===== src/rtl/demux2_stream_pkg.sv =====
// Shared defaults and slot state encoding for the two-way stream demultiplexer.
package demux2_stream_pkg;

   localparam int unsigned WIDTH_DEF = 4;
   localparam int unsigned CNT_W_DEF = 8;

   typedef enum logic {
      EMPTY = 1'b0,
      FULL  = 1'b1
   } slot_state_t;

endpackage


===== src/rtl/demux2_stream_slot.sv =====
// One-entry register slot with drain-and-reload in the same cycle and a
// wrapping count of completed output transfers.
module stream_slot
   import demux2_stream_pkg::*;
#(
   parameter int unsigned WIDTH = WIDTH_DEF,
   parameter int unsigned CNT_W = CNT_W_DEF
) (
   input  logic             clk,
   input  logic             reset,
   input  logic             load,
   input  logic [WIDTH-1:0] load_data,
   input  logic             ready,
   output logic             valid,
   output logic [WIDTH-1:0] data,
   output logic             loadable,
   output logic [CNT_W-1:0] cnt
);

   slot_state_t      state;
   slot_state_t      state_nxt;
   logic [WIDTH-1:0] data_q;
   logic [CNT_W-1:0] cnt_q;
   logic             drain;

   always_ff @(posedge clk) begin
      if (reset) state <= EMPTY;
      else       state <= state_nxt;
   end

   // A load always wins: the slot stays or becomes FULL with the new word.
   always_comb begin
      state_nxt = state;
      unique case (state)
         EMPTY:   if (load)           state_nxt = FULL;
         FULL:    if (ready && !load) state_nxt = EMPTY;
         default:                     state_nxt = EMPTY;
      endcase
   end

   always_comb begin
      valid    = 1'b0;
      loadable = 1'b0;
      valid    = (state == FULL);
      loadable = (state == EMPTY) || ready;
   end

   assign drain = valid && ready;

   always_ff @(posedge clk) begin
      if (reset)     data_q <= '0;
      else if (load) data_q <= load_data;
   end

   always_ff @(posedge clk) begin
      if (reset)      cnt_q <= '0;
      else if (drain) cnt_q <= cnt_q + CNT_W'(1);
   end

   assign data = data_q;
   assign cnt  = cnt_q;

endmodule


===== src/rtl/demux2_stream.sv =====
// Routes each accepted input word to one of two independent one-entry output
// slots; a stalled port never blocks the other one.
module demux2_stream
   import demux2_stream_pkg::*;
#(
   parameter int unsigned WIDTH = WIDTH_DEF,
   parameter int unsigned CNT_W = CNT_W_DEF
) (
   input  logic             clk,
   input  logic             reset,
   input  logic             in_valid,
   output logic             in_ready,
   input  logic [WIDTH-1:0] in_data,
   input  logic             in_sel,
   output logic             out0_valid,
   input  logic             out0_ready,
   output logic [WIDTH-1:0] out0_data,
   output logic             out1_valid,
   input  logic             out1_ready,
   output logic [WIDTH-1:0] out1_data,
   output logic [CNT_W-1:0] cnt0,
   output logic [CNT_W-1:0] cnt1
);

   logic loadable0;
   logic loadable1;
   logic load0;
   logic load1;

   // in_ready follows the selected slot, so outN_ready reaches it combinationally.
   assign in_ready = in_sel ? loadable1 : loadable0;
   assign load0    = in_valid && !in_sel && loadable0;
   assign load1    = in_valid &&  in_sel && loadable1;

   stream_slot #(
      .WIDTH (WIDTH),
      .CNT_W (CNT_W)
   ) u_slot0 (
      .clk       (clk),
      .reset     (reset),
      .load      (load0),
      .load_data (in_data),
      .ready     (out0_ready),
      .valid     (out0_valid),
      .data      (out0_data),
      .loadable  (loadable0),
      .cnt       (cnt0)
   );

   stream_slot #(
      .WIDTH (WIDTH),
      .CNT_W (CNT_W)
   ) u_slot1 (
      .clk       (clk),
      .reset     (reset),
      .load      (load1),
      .load_data (in_data),
      .ready     (out1_ready),
      .valid     (out1_valid),
      .data      (out1_data),
      .loadable  (loadable1),
      .cnt       (cnt1)
   );

endmodule


===== config.mk =====
export PLATFORM = sky130hd
export DESIGN_NAME = demux2_stream
export DESIGN_NICKNAME = d
export VERILOG_FILES = /design/src/rtl/demux2_stream_pkg.sv /design/src/rtl/demux2_stream_slot.sv /design/src/rtl/demux2_stream.sv
export SDC_FILE = /design/constraint.sdc
export NUM_CORES = 1
export LEC_CHECK = 0
export ABC_AREA = 0
export BUFFER_PORTS_ARGS = -buffer_cell sky130_fd_sc_hd__buf_4
export CORE_MARGIN = 10
export CORE_UTILIZATION = 43
export DETAILED_ROUTE_END_ITERATION = 6
export GPL_ROUTABILITY_DRIVEN = 0
export PLACE_DENSITY_LB_ADDON = 0.12
export SETUP_SLACK_MARGIN = 0.5
export SYNTH_ARGS = -nofsm -noshare
export SYNTH_HDL_FRONTEND = slang
export SYNTH_SLANG_ARGS = --single-unit

===== constraint.sdc =====
create_clock -name clk -period 1.2 [get_ports clk]
set_input_delay 0.36 -clock clk [delete_from_list [all_inputs] [get_ports clk]]
set_output_delay 0.36 -clock clk [all_outputs]
set_load 0.005 [all_outputs]

; ---- Word-level counts from Yosys, hierarchy flattened
; Index checks and enable logic that the tools add are counted.
[op_classes]
n_mux = 7
magnitude_cmp = 0
div_mod_pow = 0
bitwise_logic = 2
reduce_logical = 13
shifts = 0
n_eq_ne = 0
n_addsub = 2
n_mul = 0
[op_table]
columns = operator, n
row1 = "adder 8 x 1 -> 8 bit, second input constant", 2
row2 = logical AND 1 bit, 8
row3 = 2-to-1 mux 1 bit, 5
row4 = one-hot mux 1 bit (2 select lines), 2
row5 = zero test 1 bit, 3
row6 = logical OR 1 bit, 2
row7 = inverter 1 bit, 2
[word_totals]
regBits = 26
inputBits = 10
ram_bits = 0
out_inout_bits = 27
memories = 0
elab_cells = 30
latchBits = 0
romBits = 0

; ---- Logic depth before layout (Yosys ltp)
; Gate-level depths: netlist (run 1).
[logic_depth]
depth_word = 7
depth_mapped = 4
depth_no_buf = 4

; ---- Cells and area by module
; Synthesis (run 1) repeated with hierarchy kept, for this count alone.
[hier_totals]
hier_cells = 117
hier_area_um2 = 1076.0
[modules_own_cells]
columns = module, n_inst, seq_area_each_um2, cells_per_inst, area_each_um2
row1 = stream_slot, 2, 260.2, 57, 521.8
row2 = demux2_stream, 1, 0.0, 3, 32.5

; ---- Least setup slack after synthesis (run 1)
; No wires, ideal clock.
[synth_path]
path_type = reg2reg
startpoint = register u_slot1.state (netlist: u_slot1.valid)
endpoint = register u_slot1.cnt_q[7] (netlist: u_slot1.cnt[7])
setup_ns = 0.071
slack_ns = -0.030
n_path_buf = 0
t_required_ns = 1.129
synth_period_minus_slack_ns = 1.230
stages_incl_launch_ff = 4
arrival_time_ns = 1.160
cell_sequence = dfxtp_1 -> nand4_2 -> or4_1 -> a21oi_1
[synth_between]
elab_chain_cells = 1
[synth_rtl]
columns = element, line_no
row1 = from (decl), demux2_stream_slot.sv:20  ; slot_state_t state;
row2 = from (signal assigned), demux2_stream_slot.sv:28  ; else state <= state_nxt;
row3 = logical AND 1 bit, demux2_stream_slot.sv:48  ; assign drain = valid && ready;
row4 = to (signal assigned), demux2_stream_slot.sv:57  ; else if (drain) cnt_q <= cnt_q + CNT_W'(1);
row5 = to (decl), demux2_stream_slot.sv:23  ; logic [CNT_W-1:0] cnt_q;
; No other way between the ends.
; A chain may end at the register's enable or synchronous reset.

; ---- Worst setup path in the final report (run 1)
[layout_path]
startpoint = register u_slot1.state (netlist: u_slot1.valid)
endpoint = output in_ready
[layout_between]
elab_chain_cells = 3
[layout_rtl]
columns = element, line_no
row1 = inverter 1 bit, demux2_stream_slot.sv:45  ; loadable = (state == EMPTY) || ready;
row2 = logical OR 1 bit, demux2_stream_slot.sv:45
row3 = 2-to-1 mux 1 bit, demux2_stream.sv:31  ; assign in_ready = in_sel ? loadable1 : loadable0;
row4 = to (decl), demux2_stream.sv:12  ; output logic in_ready,
; No other way between the ends.

==> metrics, run 1 <==
status=finished, violations left; failing checks=negative setup slack; port bufs=36; post-route setup slack=-0.321 ns; crit-path max FO=2; initial antenna violation count=0; asr flop ratio synth=0%; max-cap viol count=0; worst path arrival time=1.16 ns; CTS Buf Count=3; global-route usage over all layers=13.1%; Die W=approximately 70 um; Die H=70.1 um; count of cell types in the netlist=21; die area=~5000 um^2; syn avg cell area=8.51 um^2; clk_skew=0.0265 ns; layout cells sized above 1=71.2%; Synth Flop Type=dfxtp_1; Setup-failing EPs final=22; Commonest cells post-synth=26 x dfxtp_1, 23 x a21oi_1, 16 x o21ai_0, 10 x nand3_1; Detailed Route WL=between 3000 and 4000 um; RSZ-0062 raised after global routing=yes; Synth warnings=0; Fmax=658 MHz; Setup CP Type=flop to primary output; syn nets=roughly 140; antenna-violating nets left=0; Via density=5.48; post-layout min period=about 1.5 ns; Hold/Removal Path Class=primary input to flop; final net count=~210; Worst slew margin=77.0%; fill count=118; # DRC=0; Lkg Pwr=between 0.8 and 0.9 nW; ant diodes=0; Post-Place Cells=199; Max H-tree Level=1; Pwr Density=829 nW/um^2; Site Rows=18; slowest stage delay, CP=0.38 ns; total number of vias=1250; R2R Setup Slk=-0.23 ns; Yosys top cell area share=48.1%; Core ar.=2430 um^2; # hold bufs at CTS=0; post-route clock period utilization=127%; worst-path cell chain=and2b_2 -> a21oi_2 -> buf_4; largest net degree at the start of global routing=27; first-pass GRT wire length=5510 um; Max Slew Vio Count=0; initial core utilization=44.4%; Peak supply drop=924 uV; Final Hold Viols=0; Slowest cell on crit path=dfxtp_4; dominant cells by area after synthesis=dfxtp_1 48%, a21oi_1 11%, o21ai_0 7.4%, nand3_1 4.6%, nand4_1 4.1%; I/O pin cnt=37; Post-Layout Cell Count=roughly 230; CTS sink count=26; most frequent cell after synthesis=dfxtp_1; synthesis-to-layout area growth=95.7%; pre-CTS WS=-0.186 ns; actual slew at the worst max-slew pin=0.345 ns; Reg clk slew, reported paths=0.16 ns; leading area contributor after synthesis=dfxtp_1; clock latency on the worst-skew pair=~0.35 ns; CTS Buffer Depth=2; drt first pass iters=4; 1st-iter DRT viols=82; CP Launch Type=flop; Mapped Cells=127; number of flops mapped to enable cells by yosys=0; DP Wirelength=2190 um; CTS tree=built; grt total ovfl=0; Seq/Total Area, Yosys=48.1%; vias in the first global route=1190; CP endpoint kind=primary output; mapped cell area=1080 um^2; routed length per instance=between 15 and 20 um; CTS Root Cell=clkbuf_4; critical path required time=between 0.8 and 0.9 ns; flops & latches, synth=26
[stage by stage]
step | utilization (%) | hold slack [ns] | total power, W | TNS, ns | area [um^2]
floorplan | - | 0.469 | 0.000991 | 0 | 1220
detailed placement | 63.6 | 0.475 | 0.00107 | -0.652 | 1550
CTS | 80.0 | 0.288 | 0.00172 | -1.07 | 1950
finish | 87.0 | 0.279 | 0.00175 | -2.56 | 2120
global placement | 63.6 | 0.465 | 0.00107 | -0.456 | 1550
global route | 87.0 | 0.264 | 0.00183 | -4.03 | 2120
[final cells by class]
| type | instances | area, um^2 | share of cell area [%] |
|---|---|---|---|
| repair buffers | 71 | 676 | 31.9 |
| inverters | 4 | 15.0 | 0.710 |
| clock buffers | 3 | 22.5 | 1.06 |
| well taps | 30 | 37.5 | 1.77 |
| clock inverters | 1 | 30.0 | 1.42 |
| flip-flops and latches | 26 | 581 | 27.4 |
| multi-input cells | 93 | 754 | 35.7 |
[final timing paths]
| check | start | cells after the start | to |
|---|---|---|---|
| worst min register to register | u_slot0.data[2] | 2 | u_slot0.data[2] |
| worst min-delay path | in_data[2] | 3 | u_slot1.data[2] |
| worst max-delay path | u_slot1.valid | 3 | in_ready |
| worst max register to register | u_slot0.valid | 6 | u_slot0.cnt[3] |
[routing by layer]
| metal | GRT usage [%] | part of all wire [%] |
|---|---|---|
| met4 | 4.61 | 0.76 |
| met3 | 5.08 | 7.5 |
| met2 | 22.4 | 52 |
| met5 | 0 | 0 |
| met1 | 14.4 | 40 |
[what timing repair did]
action | in CTS | in global routing
pin swaps | 27 | 11
buffers inserted | 19 | 6
resized for setup | 59 | 33
cloned | 0 | 0
setup endpoints to repair | 53 | 53
[kinds of logic after synthesis]
group           Yosys count  share of synthesized area (%)
simple gates             46                           24.1
xor+xnor                  4                           3.24
flops                    26                           48.1
compound gates           41                           19.4
buf+inv                   8                           2.78
fa+ha+maj                 2                           2.31
[worst max-delay path: cells and delay by family, from the launching register on]
kind            cells  cell delay [ns]
simple gates        1             0.21
flops               1             0.38
buf+inv             1             0.12
compound gates      1             0.11
[cell usage in the layout (no fill, tap or decap), types with 3 or more instances in the layout]
cell / instances
buf_6: 38
buf_4: 33
dfxtp_2: 15
a21oi_2: 12
a21oi_1: 11
dfxtp_4: 11
nand3_1: 7
nand4_1: 7
o21ai_1: 6
o21ai_0: 6
nor2_1: 5
or3_4: 5
inv_1: 4
o21ai_2: 4
nand2_1: 3
or3_1: 3
clkbuf_4: 3
[sequential cells by signal (all words and copies together) (netlist names)]
signal         count
u_slot0.cnt        8
u_slot1.cnt        8
u_slot0.data       4
u_slot1.data       4
u_slot0.valid      1
u_slot1.valid      1
[power breakdown]
part           switching (W)  total [W]  internal (W)
Combinational       0.000109   0.000241      0.000132
Sequential         0.0000230   0.000889      0.000866
Clock               0.000285   0.000624      0.000339
Total               0.000417    0.00175       0.00134
Power figures use the tool's default switching activity.
==> run 2, diff against run 1 <==
CORE_UTILIZATION = 48   (was 43)
clock period = 1.5 ns   (was 1.2 ns; I/O delays follow)
==> run 2 against run 1 <==
Against the previous run:
- the flow still finishes with violations (negative setup slack)
- die area decreased by 7.5%
- core utilization is 7.7 points higher
- clock-buffer cell count is 1 higher
- clock power down 39%
- global-route usage up 2.8 points
- combinational power down 13%
- largest power group unchanged
- critical path depth stayed put
- clock skew down 0.015 ns
- highest routed layer unchanged
- largest cell class unchanged
- non-clock buffer count fell by 3
- sequential share of layout area is 0.47 points higher
==> metrics, run 2 (synthesis gave the netlist of run 1 again) <==
routed length per instance=23.4 um; Final Hold Viols=0; Post-Place Cells=190; Hold/Removal Path Class=primary input to flop; Worst R2R Path Depth=6; DP Wirelength=2080 um; Setup CP Type=flop to primary output; most common cell after layout, fill and taps aside=buf_6; Setup-failing EPs final=3; Pwr Density=635 nW/um^2; post-layout min period=1.63 ns; Via density=6.38; antenna-violating nets left=0; drt first pass iters=5; synthesis-to-layout area growth=89.9%; Post-Layout Cell Count=223; Detailed Route WL=5210 um; post-route setup slack=-0.127 ns; # DRC=0; CP Launch Type=flop; Slowest cell on crit path=dfxtp_4; CTS Root Cell=clkbuf_4; hold depth=3; fill count=59; Die H=67.5 um; post-route clock period utilization=108%; worst path arrival time=~1.2 ns; Reg clk slew, reported paths=about 0.16 ns; CTS Buffer Depth=2; total number of vias=1423; die area=4550 um^2; Worst slew margin=76.2%; Max H-tree Level=1; Die W=67.5 um; max-cap viol count=0; failing checks=negative setup slack; vias in the first global route=roughly 1200; global-route usage over all layers=15.9%; Lkg Pwr=0.807 nW; Fmax=about 600 MHz; initial core utilization=approximately half; most frequent cells in the layout=36 x buf_6, 31 x buf_4, 18 x dfxtp_2, 15 x a21oi_2, 12 x o21ai_0; CP endpoint kind=primary output; R2R Setup Slk=-0.07 ns; CTS Buf Count=3; CP top delay family=flip-flops; 1st-iter DRT viols=183; Core ar.=between 2000 and 2500 um^2; initial antenna violation count=0; port bufs=36; clock latency on the worst-skew pair=between 0.3 and 0.4 ns; critical path required time=1.05 ns; ant diodes=0; RSZ-0062 raised after global routing=yes; clk_skew=0.0112 ns; grt total ovfl=0; # hold bufs at CTS=0; I/O pin cnt=37; first-pass GRT wire length=5680 um; slowest stage delay, CP=0.38 ns; Max Slew Vio Count=0; CTS sink count=26; final net count=208; crit-path max FO=5; cell depth of the worst setup path=3; Pwr Total=0.00130 W; status=finished, violations left; layout cells sized above 1=69.7%; actual slew at the worst max-slew pin=about 0.36 ns; Peak supply drop=524 uV; CP bufs+invs=1; largest net degree at the start of global routing=27; Site Rows=17; worst-path cell chain=and2b_2 -> a21oi_2 -> buf_4; CTS tree=built
==> run 2: report_power, final <==
group	total (W)	leakage (nW)	internal [W]	switching, W
registers	0.000716	0.226	0.000698	0.0000178
logic	0.000210	0.561	0.000111	0.0000994
clock network	0.000378	0.0210	0.000149	0.000230
total	0.00130	0.807	0.000958	0.000347
==> run 2: final cells by class <==
type,instances,area [um^2],share of cell area [%]
Clock buffer,4,36.3,1.77
Inverter,4,15.0,0.731
Sequential cell,26,573,27.9
Tap cell,28,35.0,1.71
Multi-Input combinational cell,93,736,35.8
Timing Repair Buffer,68,658,32.1
==> run 2: worst paths after layout <==
path	start	end
min	out1_ready	u_slot1.cnt[1]
min reg2reg	u_slot0.data[0]	u_slot0.data[0]
max	u_slot1.valid	in_ready
max reg2reg	u_slot1.valid	u_slot1.cnt[7]
==> run 2: repair_timing <==
item                                    in CTS  in global routing
resized for setup                           64                 30
endpoints found under the setup margin      47                 48
pin swaps                                   14                 20
buffers inserted                            19                 10
==> run 2: per-stage QoR <==
stage | hold WS [ns] | util [%] | setup TNS [ns] | worst slack [ns] | area (um^2)
2_1_floorplan | 0.470 | - | 0 | 0.257 | 1170
3_3_place_gp | 0.465 | 68.2 | 0 | 0.00855 | 1480
3_5_place_dp | 0.471 | 68.2 | 0 | 0.000147 | 1480
4_1_cts | 0.371 | 85.3 | -0.0915 | -0.0915 | 1850
5_1_grt | 0.381 | 94.6 | -0.328 | -0.194 | 2050
6_report | 0.401 | 94.6 | -0.222 | -0.127 | 2050
==> run 2: routing by layer <==
| layer | track usage (%) | share of wire [%] | wire length, um |
|---|---|---|---|
| met1 | 16.3 | 36 | 1880 |
| met2 | 29.6 | 51 | 2660 |
| met3 | 4.79 | 8.7 | 455 |
| met4 | 6.15 | 4.1 | 212 |
| met5 | 0 | 0 | 0 |
==> run 2: worst min-delay path, cell delays in order <==
cell	delay [ns]
buf_4	0.15
nand3_2	0.08
a21oi_2	0.04
==> run 3, diff against run 2 <==
--- a/config.mk
+++ b/config.mk
@@ -10,3 +10,3 @@
 export CORE_MARGIN = 10
-export CORE_UTILIZATION = 48
+export CORE_UTILIZATION = 43
 export DETAILED_ROUTE_END_ITERATION = 6
@@ -17,2 +17,3 @@
 export SYNTH_HDL_FRONTEND = slang
+export SYNTH_HIERARCHICAL = 1
 export SYNTH_SLANG_ARGS = --single-unit
==> constraint.sdc (replaced) <==
create_clock -name clk -period 1.34 [get_ports clk]
set_input_delay 0.067 -clock clk [delete_from_list [all_inputs] [get_ports clk]]
set_output_delay 0.067 -clock clk [all_outputs]
set_load 0.005 [all_outputs]
==> run 3 against run 2 <==
Against the previous run:
- the run ends with negative hold slack, negative setup slack left
- sequential share of layout area rose by 0.98 points
- wire length fell by 33%
- combinational power up 2%
- final cell count shrank 4.9%
- global-route usage decreased by 3.5 points
- design area decreased by 1.3%
- synthesized area is 0.46% lower
- hold slack got worse by 0.40 ns
- non-clock buffer count down 3
- largest power group unchanged
==> metrics, run 3 <==
Worst slew margin=77.2%; Final Hold Viols=1; initial core utilization=44.2%; total number of vias=1139; count of cell types in the netlist=22; Die H=70.0 um; Setup-failing EPs final=3; CTS tree=built; failing checks=negative hold slack, negative setup slack; worst path arrival time=1.33 ns; CP Launch Type=flop; # DRC=0; P_sw=roughly 0.00033 W; Clock power frac=25.2%; I/O pin cnt=37; Via density=~5.4; R2R Setup Slk=-0.02 ns; vias in the first global route=1150; routed length per instance=16.6 um; Pwr Density=663 nW/um^2; most frequent cell after synthesis=dfxtp_1; register area=586 um^2; global-route usage over all layers=12.5%; max-cap viol count=0; post-route setup slack=-0.0574 ns; Hold/Removal Path Class=primary input to flop; multi-input logic area=709 um^2; Mapped Cells=117; Sequential Power Share=between 50% and 60%; 1st-iter DRT viols=81; Synth Flop Type=dfxtp_1; CP endpoint kind=primary output; asr flop ratio synth=0%; Commonest cells post-synth=26 x dfxtp_1, 14 x a21oi_1, 12 x nor2_1, 8 x mux2i_1, 8 x o21ai_0; antenna-violating nets left=0; final net count=195; post-layout min period=1.40 ns; Internal=0.00101 W; Core ar.=2430 um^2; dominant cells by area after synthesis=dfxtp_1 48%, mux2i_1 7.4%, a21oi_1 6.5%, nor2_1 4.2%, o21ai_0 3.7%; actual slew at the worst max-slew pin=roughly 0.34 ns; post-route clock period utilization=104%; combinational power share=16.0%; syn avg cell area=9.20 um^2; mapped cell area=1080 um^2; CTS Root Cell=clkbuf_4; most frequent cells in the layout=40 x buf_6, 22 x buf_4, 13 x dfxtp_4, 13 x dfxtp_2; CTS Buf Count=3; crit-path max FO=2; CTS Buffer Depth=2; reg2reg end=u_slot1/cnt[7]; number of flops mapped to enable cells by yosys=0; Worst Setup SP=u_slot1/valid; Detailed Route WL=3520 um; Synth warnings=6; Fmax=716 MHz; synthesis-to-layout area growth=88.4%; hold_ws=-0.00203 ns; fill count=144; crit path to=in_ready; Worst R2R Path Depth=5; Max Slew Vio Count=0; Yosys top cell area share=about half; clock latency on the worst-skew pair=around 0.32 ns; Reg clk slew, reported paths=0.14 ns; Die W=70.0 um; syn nets=129; Peak supply drop=662 uV; layout cells sized above 1=a little under three quarters; most common cell after layout, fill and taps aside=buf_6; CTS sink count=26; Max H-tree Level=1; Switching Share=24.6%; status=finished, violations left; largest net degree at the start of global routing=27; die area=4900 um^2; Setup CP Type=flop to primary output; clk_skew=0.0105 ns; initial antenna violation count=0; leading area contributor after synthesis=dfxtp_1; DP Wirelength=roughly 2000 um; first-pass GRT wire length=5260 um; Pwr Total=0.00134 W; grt total ovfl=0; Lkg Pwr=approximately 0.8 nW; RSZ-0062 raised after global routing=yes; Site Rows=18; critical path required time=approximately 1.3 ns; drt first pass iters=4; FF-to-FF Start=u_slot1/valid; flops & latches, synth=26; ant diodes=0; Seq/Total Area, Yosys=48.4%; port bufs=36
run 3: changes by cell type after synthesis, moves of 2 or more:
cell,before,now
a21oi_1,23,14
mux2i_1,0,8
o21ai_0,16,8
nor2_1,5,12
nand4_1,7,2
nand3_1,10,6
inv_1,4,6
nand2b_1,2,0
nor2b_1,2,0
or3_1,6,4
or3_2,2,4
run 3: worst min path at each step:
stage / from / to / slack, ns / depth (start not counted)
2_1_floorplan: reset / u_slot0/valid / 0.13 / 1
3_3_place_gp: in_data[1] / u_slot1/data[1] / 0.32 / 3
3_5_place_dp: in_data[3] / u_slot1/data[3] / 0.33 / 3
4_1_cts: in_data[1] / u_slot0/data[1] / 0.0006 / 3
5_1_grt: in_data[1] / u_slot0/data[1] / 0.0002 / 3
6_report: in_data[1] / u_slot1/data[1] / -0.002 / 3
run 3: kinds of logic after synthesis:
group / share of synthesized area (%)
compound gates: 11.6
xor+xnor: 3.26
fa+ha+maj: 2.33
buf+inv: 3.49
flops: 48.4
mux: 8.84
simple gates: 22.1
run 3: layout make-up:
class                           count  share of cell area [%]
Multi-Input combinational cell     81                    35.0
Sequential cell                    26                    28.9
Timing Repair Buffer               65                    31.9
Tap cell                           30                    1.85
Inverter                            6                    1.11
Clock buffer                        4                    1.30
run 3: routing by layer:
metal	GRT usage (%)	vias up	routed length, um
met1	12.2	550	1390
met4	3.51	0	89
met5	0	-	0
met3	6.36	8	258
met2	22.4	38	1770
li1	-	543	-
run 3: per-stage QoR:
step / util (%) / setup WS, ns / cell area, um^2 / setup TNS, ns / cells
5_1_grt: 83.3 / -0.114 / 2030 / -0.402 / 212
4_1_cts: 78.3 / -0.0378 / 1910 / -0.0378 / 206
3_3_place_gp: 59.2 / 0.129 / 1440 / 0 / 179
6_report: 83.3 / -0.0574 / 2030 / -0.0883 / 212
3_5_place_dp: 59.2 / 0.0869 / 1440 / 0 / 179
2_1_floorplan: - / 0.107 / 1170 / 0 / 117
run 3: worst max-delay path: stages (launching register included):
cell and delay, ns:
dfxtp_4 0.37, or2b_1 0.25, mux2_4 0.27, buf_6 0.12
run 3: repair_timing:
| action | in CTS | in global routing |
|---|---|---|
| resized for setup | 77 | 24 |
| buffers inserted | 20 | 6 |
| hold buffers | 3 | 0 |
| hold endpoints to repair | 3 | 0 |
| setup endpoints to repair | 51 | 53 |
| pin swaps | 12 | 9 |
run 3: power groups by stage:
stage	Combinational, W	Clock, W	Sequential, W
2_1_floorplan	0.0000601	0	0.000823
3_3_place_gp	0.000122	0	0.000822
3_5_place_dp	0.000126	0	0.000823
4_1_cts	0.000192	0.000347	0.000797
5_1_grt	0.000230	0.000394	0.000793
6_report	0.000215	0.000339	0.000789
